$ cat src/rtl/fx_param_ctrl.sv
// Effect-parameter controller: switch-selected parameter bank edited by
// debounced inc/dec/restore-default keys, with hold-to-repeat, acceleration,
// saturating arithmetic and a change strobe for downstream reload logic.

package lab_pkg;
    localparam int unsigned INCDEC_AMOUNT = 5;

    // Power-on value of params[f][p]; callers truncate to the parameter width.
    function automatic int unsigned param_default(input int unsigned f, input int unsigned p);
        return (f * 7 + p * 13 + 20) % 128;
    endfunction
endpackage

module fx_param_ctrl #(
    parameter int FX_COUNT         = 16,
    parameter int PARAM_COUNT      = 8,
    parameter int PARAM_W          = 7,
    parameter int DEBOUNCE_CNT_MAX = 50000,
    parameter int STEP             = lab_pkg::INCDEC_AMOUNT,
    parameter int REPEAT_DELAY     = 25000000,
    parameter int REPEAT_RATE      = 5000000,
    parameter int ACCEL_AFTER      = 8,
    parameter int ACCEL_MULT       = 4
) (
    input  logic                                                    clk,
    input  logic                                                    reset_n,
    input  logic [(FX_COUNT > 1 ? $clog2(FX_COUNT) : 1)-1:0]        sw_fx_sel,
    input  logic [(PARAM_COUNT > 1 ? $clog2(PARAM_COUNT) : 1)-1:0]  sw_param_sel,
    input  logic                                                    key_inc,
    input  logic                                                    key_dec,
    input  logic                                                    key_def,
    output logic [PARAM_W-1:0]                                      params [0:FX_COUNT-1][0:PARAM_COUNT-1],
    output logic [(FX_COUNT > 1 ? $clog2(FX_COUNT) : 1)-1:0]        fx_sel,
    output logic [(PARAM_COUNT > 1 ? $clog2(PARAM_COUNT) : 1)-1:0]  param_sel,
    output logic [PARAM_W-1:0]                                      current_value,
    output logic                                                    param_changed
);

    localparam int FX_W    = FX_COUNT > 1 ? $clog2(FX_COUNT) : 1;
    localparam int PS_W    = PARAM_COUNT > 1 ? $clog2(PARAM_COUNT) : 1;
    localparam int DB_W    = $clog2(DEBOUNCE_CNT_MAX + 1);
    localparam int TMR_MAX = REPEAT_DELAY > REPEAT_RATE ? REPEAT_DELAY : REPEAT_RATE;
    localparam int TMR_W   = $clog2(TMR_MAX + 1);
    localparam int REP_W   = $clog2(ACCEL_AFTER + 2);
    localparam int VMAX_I  = (2 ** PARAM_W) - 1;
    localparam int BASE_I  = STEP > VMAX_I ? VMAX_I : STEP;
    localparam int ACC_I   = STEP * ACCEL_MULT > VMAX_I ? VMAX_I : STEP * ACCEL_MULT;

    // Step amounts are pre-clamped to the value range so the sum fits PARAM_W+1 bits.
    localparam logic [PARAM_W:0] BASE_AMT = (PARAM_W + 1)'(BASE_I);
    localparam logic [PARAM_W:0] ACC_AMT  = (PARAM_W + 1)'(ACC_I);
    localparam logic [PARAM_W:0] LIM      = {1'b0, {PARAM_W{1'b1}}};

    typedef enum logic [1:0] {S_IDLE, S_DELAY, S_REPEAT, S_HOLD} state_t;

    logic [FX_W-1:0]    fx_s1, fx_s2, fx_prev;
    logic [PS_W-1:0]    ps_s1, ps_s2, ps_prev;
    logic [2:0]         key_raw, k_s1, k_s2, db, db_prev;
    logic [DB_W-1:0]    db_cnt [3];
    state_t             state_q, state_d;
    logic [TMR_W-1:0]   timer_q, timer_d;
    logic [REP_W-1:0]   rep_q, rep_d;
    logic               dir_q, dir_d;
    logic               step_req, step_up, step_acc;
    logic               inc_rise, dec_rise, def_rise, both, held, sel_chg;
    logic [PARAM_W:0]   amt, sum, diff;
    logic [PARAM_W-1:0] up_val, dn_val, def_val, wr_val;
    logic               wr_en;

    assign key_raw = {key_def, key_dec, key_inc};

    // Two-flop synchronisers for the select switch buses.
    always_ff @(posedge clk or negedge reset_n) begin
        if (!reset_n) begin
            fx_s1 <= '0;
            fx_s2 <= '0;
            ps_s1 <= '0;
            ps_s2 <= '0;
        end else begin
            fx_s1 <= sw_fx_sel;
            fx_s2 <= fx_s1;
            ps_s1 <= sw_param_sel;
            ps_s2 <= ps_s1;
        end
    end

    // Out-of-range switch codes clamp to the last effect/parameter.
    generate
        if (FX_COUNT == (2 ** FX_W)) begin : g_fx_direct
            assign fx_sel = fx_s2;
        end else begin : g_fx_clamp
            assign fx_sel = (fx_s2 > FX_W'(FX_COUNT - 1)) ? FX_W'(FX_COUNT - 1) : fx_s2;
        end
        if (PARAM_COUNT == (2 ** PS_W)) begin : g_ps_direct
            assign param_sel = ps_s2;
        end else begin : g_ps_clamp
            assign param_sel = (ps_s2 > PS_W'(PARAM_COUNT - 1)) ? PS_W'(PARAM_COUNT - 1) : ps_s2;
        end
    endgenerate

    // Per-key synchroniser and stable-level counter; the level flips after
    // DEBOUNCE_CNT_MAX consecutive disagreeing samples.
    always_ff @(posedge clk or negedge reset_n) begin
        if (!reset_n) begin
            k_s1    <= '0;
            k_s2    <= '0;
            db      <= '0;
            db_prev <= '0;
            for (int unsigned i = 0; i < 3; i++) db_cnt[i] <= '0;
        end else begin
            k_s1    <= key_raw;
            k_s2    <= k_s1;
            db_prev <= db;
            for (int unsigned i = 0; i < 3; i++) begin
                if (k_s2[i] == db[i]) begin
                    db_cnt[i] <= '0;
                end else if (db_cnt[i] == DB_W'(DEBOUNCE_CNT_MAX - 1)) begin
                    db[i]     <= ~db[i];
                    db_cnt[i] <= '0;
                end else begin
                    db_cnt[i] <= db_cnt[i] + 1'b1;
                end
            end
        end
    end

    assign inc_rise = db[0] & ~db_prev[0];
    assign dec_rise = db[1] & ~db_prev[1];
    assign def_rise = db[2] & ~db_prev[2];
    assign both     = db[0] & db[1];
    assign held     = dir_q ? db[0] : db[1];
    assign sel_chg  = (fx_sel != fx_prev) || (param_sel != ps_prev);

    // Key FSM state, repeat timer, repeat-step count and selection history.
    always_ff @(posedge clk or negedge reset_n) begin
        if (!reset_n) begin
            state_q <= S_IDLE;
            timer_q <= '0;
            rep_q   <= '0;
            dir_q   <= 1'b0;
            fx_prev <= '0;
            ps_prev <= '0;
        end else begin
            state_q <= state_d;
            timer_q <= timer_d;
            rep_q   <= rep_d;
            dir_q   <= dir_d;
            fx_prev <= fx_sel;
            ps_prev <= param_sel;
        end
    end

    // Next-state and step requests; restore-default pre-empts any step.
    always_comb begin
        state_d  = state_q;
        timer_d  = timer_q;
        rep_d    = rep_q;
        dir_d    = dir_q;
        step_req = 1'b0;
        step_up  = dir_q;
        step_acc = 1'b0;
        case (state_q)
            S_IDLE: begin
                if (both) begin
                    state_d = S_HOLD;
                end else if (inc_rise || dec_rise) begin
                    step_req = 1'b1;
                    step_up  = inc_rise;
                    dir_d    = inc_rise;
                    timer_d  = '0;
                    rep_d    = '0;
                    state_d  = (REPEAT_DELAY == 0) ? S_HOLD : S_DELAY;
                end
            end
            S_DELAY, S_REPEAT: begin
                if (both || sel_chg) begin
                    state_d = S_HOLD;
                end else if (!held) begin
                    state_d = S_IDLE;
                end else if (timer_q == ((state_q == S_DELAY) ? TMR_W'(REPEAT_DELAY - 1)
                                                               : TMR_W'(REPEAT_RATE - 1))) begin
                    step_req = 1'b1;
                    step_acc = (rep_q >= REP_W'(ACCEL_AFTER));
                    timer_d  = '0;
                    state_d  = S_REPEAT;
                    if (rep_q != REP_W'(ACCEL_AFTER)) rep_d = rep_q + 1'b1;
                end else begin
                    timer_d = timer_q + 1'b1;
                end
            end
            S_HOLD: begin
                if (!db[0] && !db[1]) state_d = S_IDLE;
            end
            default: state_d = S_IDLE;
        endcase
        if (def_rise) begin
            if (step_req || state_q != S_IDLE) state_d = S_HOLD;
            step_req = 1'b0;
        end
    end

    // Saturating step arithmetic and write-data selection.
    always_comb begin
        amt     = step_acc ? ACC_AMT : BASE_AMT;
        sum     = {1'b0, current_value} + amt;
        diff    = {1'b0, current_value} - amt;
        up_val  = (sum > LIM) ? '1 : sum[PARAM_W-1:0];
        dn_val  = (amt > {1'b0, current_value}) ? '0 : diff[PARAM_W-1:0];
        def_val = PARAM_W'(lab_pkg::param_default(32'(fx_sel), 32'(param_sel)));
        wr_en   = def_rise | step_req;
        wr_val  = def_rise ? def_val : (step_up ? up_val : dn_val);
    end

    assign current_value = params[fx_sel][param_sel];

    // Parameter bank: only the selected entry is ever written after reset.
    always_ff @(posedge clk or negedge reset_n) begin
        if (!reset_n) begin
            for (int unsigned f = 0; f < FX_COUNT; f++)
                for (int unsigned p = 0; p < PARAM_COUNT; p++)
                    params[f][p] <= PARAM_W'(lab_pkg::param_default(f, p));
            param_changed <= 1'b0;
        end else begin
            if (wr_en) params[fx_sel][param_sel] <= wr_val;
            param_changed <= wr_en && (wr_val != current_value);
        end
    end

endmodule
$ cat config.mk
export PLATFORM = sky130hd
export DESIGN_NAME = fx_param_ctrl
export DESIGN_NICKNAME = d
export VERILOG_FILES = /design/src/rtl/fx_param_ctrl.sv
export SDC_FILE = /design/constraint.sdc
export NUM_CORES = 2
export LEC_CHECK = 0
export CAP_MARGIN = 20
export CORE_AREA = 2 2 356 358
export CTS_CLUSTER_SIZE = 30
export DETAILED_ROUTE_END_ITERATION = 12
export DIE_AREA = 0 0 358 360
export SLEW_MARGIN = 15
export SYNTH_ARGS = -nofsm -noshare
export SYNTH_HDL_FRONTEND = slang
export SYNTH_SLANG_ARGS = --single-unit
export TNS_END_PERCENT = 20
$ cat constraint.sdc
create_clock -name clk -period 15.4 [get_ports clk]
set_input_delay 3.08 -clock clk [delete_from_list [all_inputs] [get_ports clk]]
set_output_delay 3.08 -clock clk [all_outputs]
set_load 0.01 [all_outputs]
==> summary.txt <==
Die
  • I/O pins: 923
  • Die X: 358 um
  • # rows: 130
  • Die Y-Extent: 360 um
  • Core ar.: 125000 sq um
  • Die area: 129000 sq um
  • Initial core utilization: 37.6%

Clock tree
  • Max Root-Sink Buffers: 3
  • Post-CTS Setup Bufs: 0
  • CTS Hold Bufs: 0
  • Worst skew pair latency: 0.72 ns
  • Clk Tree Root Cell: clkbuf_16
  • Post-CTS Resized: 0
  • CTS buffer count: 111
  • Reg clk slew, reported paths: 0.06 ns
  • H-Tree Depth: 3
  • TritonCTS clock tree: done
  • TritonCTS Sinks: 1010

Synth
  • Top_reg_cell synth: dfrtp_1
  • Synth cell types: 71
  • Fraction of registers with async set or reset after synthesis: 100%
  • Top post-synthesis cells by area: dfrtp_1 (30%), dfstp_2 (25%), o21ai_0 (9.7%)
  • Yosys reg bits: 1010
  • Mapped Nets: 4633
  • Yosys top cell area share: 29.7%
  • Post-Syn Area: 46900 sq um
  • Synth warn: 0
  • Cells after synthesis: 4571
  • Post-synthesis sequential area ratio: 55.1%
  • Synth area leader: dfrtp_1
  • Number of synthesized flops with an enable pin: 0
  • Avg Synthesized Cell Area: 10.3 sq um

Min path
  • Worst hold path type: register to register

Routing
  • Final WL: 225 mm
  • Wire length per cell: 31.9 um
  • # DRC: 0
  • DRT Pass-1 Iters: 5
  • DRC marker count from the first detailed-route iteration: 4086
  • Vias per inst: 5.75
  • DR vias: 40.5k
  • Post-route antenna net violation count: 0

Place
  • Placed Cells: 6825
  • IO buf count: 922
  • Placed wire-length estimate: 165 mm
  • GP Congestion: 0.939
  • DP Worst Slack: 7.07 ns

Power
  • Max VDD drop: 0.0954 mV
  • Total Power: 5.98 mW
  • Power Density: 98.0 nW/um^2
  • Leak: 24.0 nW

Timing
  • Min Tclk post-route: 9.04 ns
  • Maximum clock frequency: 111 MHz
  • Endpoints failing setup: 0
  • Unrepaired setup endpoints after global routing: false
  • Period Utilization, post-route: 58.7%
  • Final hold vios: 0
  • Fin. max-slew vios: 0
  • Worst slew pin tran: 1.25 ns
  • Final Skew: 0.0445 ns
  • Fin Setup TNS: 0 ns
  • Worst slew margin relative to its limit: 16.1%
  • Final setup margin: 6.36 ns

Setup path
  • Worst Setup End Kind: output pin
  • WP data arrival: 5.96 ns
  • Setup crit start kind: register
  • Crit path max-delay family: buffers and inverters
  • Critical path required time: 12.32 ns
  • WP buf/inv: 3
  • Crit path cell chain: buf_4 -> buf_4 -> mux4_2 -> mux4_2 -> nand4_1 -> and4_1 -> nand3_1 -> clkdlybuf4s50_1
  • Critical path peak fanout: 44
  • Setup CP Type: register to output pin
  • Slowest-stage cell, CP: dfrtp_4
  • CP peak stage delay: 0.87 ns

Flow run
  • Max-cap viol count: 0

GRT
  • Largest net degree at the start of global routing: 150
  • Vias in the first global route: 38.4k
  • Initial antenna violation count: 9
  • GRT overflow: 0
  • Total GRT Usage: 34.2%
  • First-pass GRT wire length: 311 mm

Finish
  • Fin nets: 5351
  • Layout cells sized above 1: 16.3%
  • P&R area growth vs syn: 30.0%
  • Finished Layout Cells: 7039

Outcome
  • Status: completed
[state kept, by name, indices dropped and copies added, names as in the netlist, 4 cells and up]
name,cells
timer_q,25
fx_prev,4
fx_s1,4
params,896
rep_q,4
db_cnt,48
fx_sel,4
[where the power goes]
group | internal, mW | total (mW) | switching (mW)
registers | 2.67 | 2.68 | 0.0121
logic | 0.119 | 0.552 | 0.433
clock network | 1.58 | 2.75 | 1.16
total | 4.37 | 5.98 | 1.61
[path summary, 6_finish.rpt]
check | endpoint | cells past startpoint | startpoint | slack, ns
setup / recovery | current_value[0] | 8 | fx_sel[0]$_DFF_PN0_ | 6.36
hold / removal | param_sel[2]$_DFF_PN0_ | 0 | ps_s1[2]$_DFF_PN0_ | 0.35
setup reg to reg | params[729]$_DFFE_PN0P_ | 15 | fx_sel[0]$_DFF_PN0_ | 7.20
hold reg to reg | param_sel[2]$_DFF_PN0_ | 0 | ps_s1[2]$_DFF_PN0_ | 0.35
max in group asynchronous | params[449]$_DFFE_PN0P_ | 4 | reset_n | 9.82
min in group asynchronous | params[23]$_DFFE_PN0P_ | 1 | reset_n | 2.48
[final cells by class]
type,count,area (sq um)
clock buffers,181,3410
repair buffers,977,9700
flip-flops and latches,1010,25900
diodes,1,2.50
clock inverters,31,327
multi-input cells,3145,19500
well taps,1650,2060
inverters,44,166
fillers,11500,63900
[layout by cell type, fill, tap and decap left out, types with 31 or more instances in the layout]
master           Yosys  layout
a22oi_1             87      85
a21oi_1             85      83
mux2i_1            196     196
clkdlybuf4s50_1      0     921
and3_1              47      47
nor2_1             151     147
clkbuf_1           271      36
xor2_1              45      45
o21ai_0            907     905
clkbuf_16            0     114
ha_1                40      40
buf_4                4      51
nand2_1           1045    1045
clkbuf_8             0      31
dfstp_2            453     453
dfrtp_1            557     553
nand3_1            132     132
inv_1               39      37
mux4_2             150     150
[kinds of logic after synthesis]
logic type	share of synthesized area, %
compound gates	13.4
xor+xnor	1.36
fa+ha+maj	1.49
buf+inv	3.75
flops	55.1
mux	11.6
simple gates	13.3
[per-layer routing]
metal	vias to the layer above	track usage, %	wire, um
met1	20600	44.7	89200
met3	459	8.01	19100
met2	2081	52.6	102000
met4	10	18.3	14300
li1	17300	-	-
met5	-	0	56
[Yosys cell counts (all sizes together) (3+ instances only)]
cell type / number
a211oi: 3
a21boi: 4
a21o: 4
a21oi: 85
a22o: 5
a22oi: 87
a31o: 3
a31oi: 16
a32oi: 6
and2: 31
and3: 47
and4: 4
buf: 101
clkbuf: 271
dfrtp: 557
dfstp: 453
fa: 10
ha: 40
inv: 42
mux2: 8
mux2i: 196
mux4: 150
nand2: 1046
nand2b: 12
nand3: 132
nand4: 24
nor2: 151
nor2b: 10
nor3: 22
nor4: 6
nor4b: 3
o2111ai: 3
o211ai: 5
o21ai: 910
o22ai: 5
o31ai: 8
or2: 5
or4: 3
xnor2: 28
xor2: 45
[stage by stage]
step | util (%) | hold slack (ns) | cell area, sq um
floorplan | - | 0.331 | 46900
global placement | 45.8 | 0.338 | 57200
detailed placement | 45.8 | 0.337 | 57200
CTS | 48.8 | 0.353 | 61000
global route | 48.8 | 0.361 | 61000
finish | 48.8 | 0.350 | 61000
[worst reg2reg max path, stage by stage, from the launching register on]
cell	delay, ns
dfrtp_4	0.87
buf_4	0.76
buf_4	0.80
mux4_2	0.67
mux4_2	0.64
mux4_2	0.52
nand2_1	0.09
nand2_2	0.17
ha_1	0.41
a2111oi_2	0.55
o21ai_1	0.36
and2_1	0.37
a32oi_4	0.20
buf_4	0.61
buf_4	0.78
o21ai_0	0.26
(Power assumes the default switching activity.)
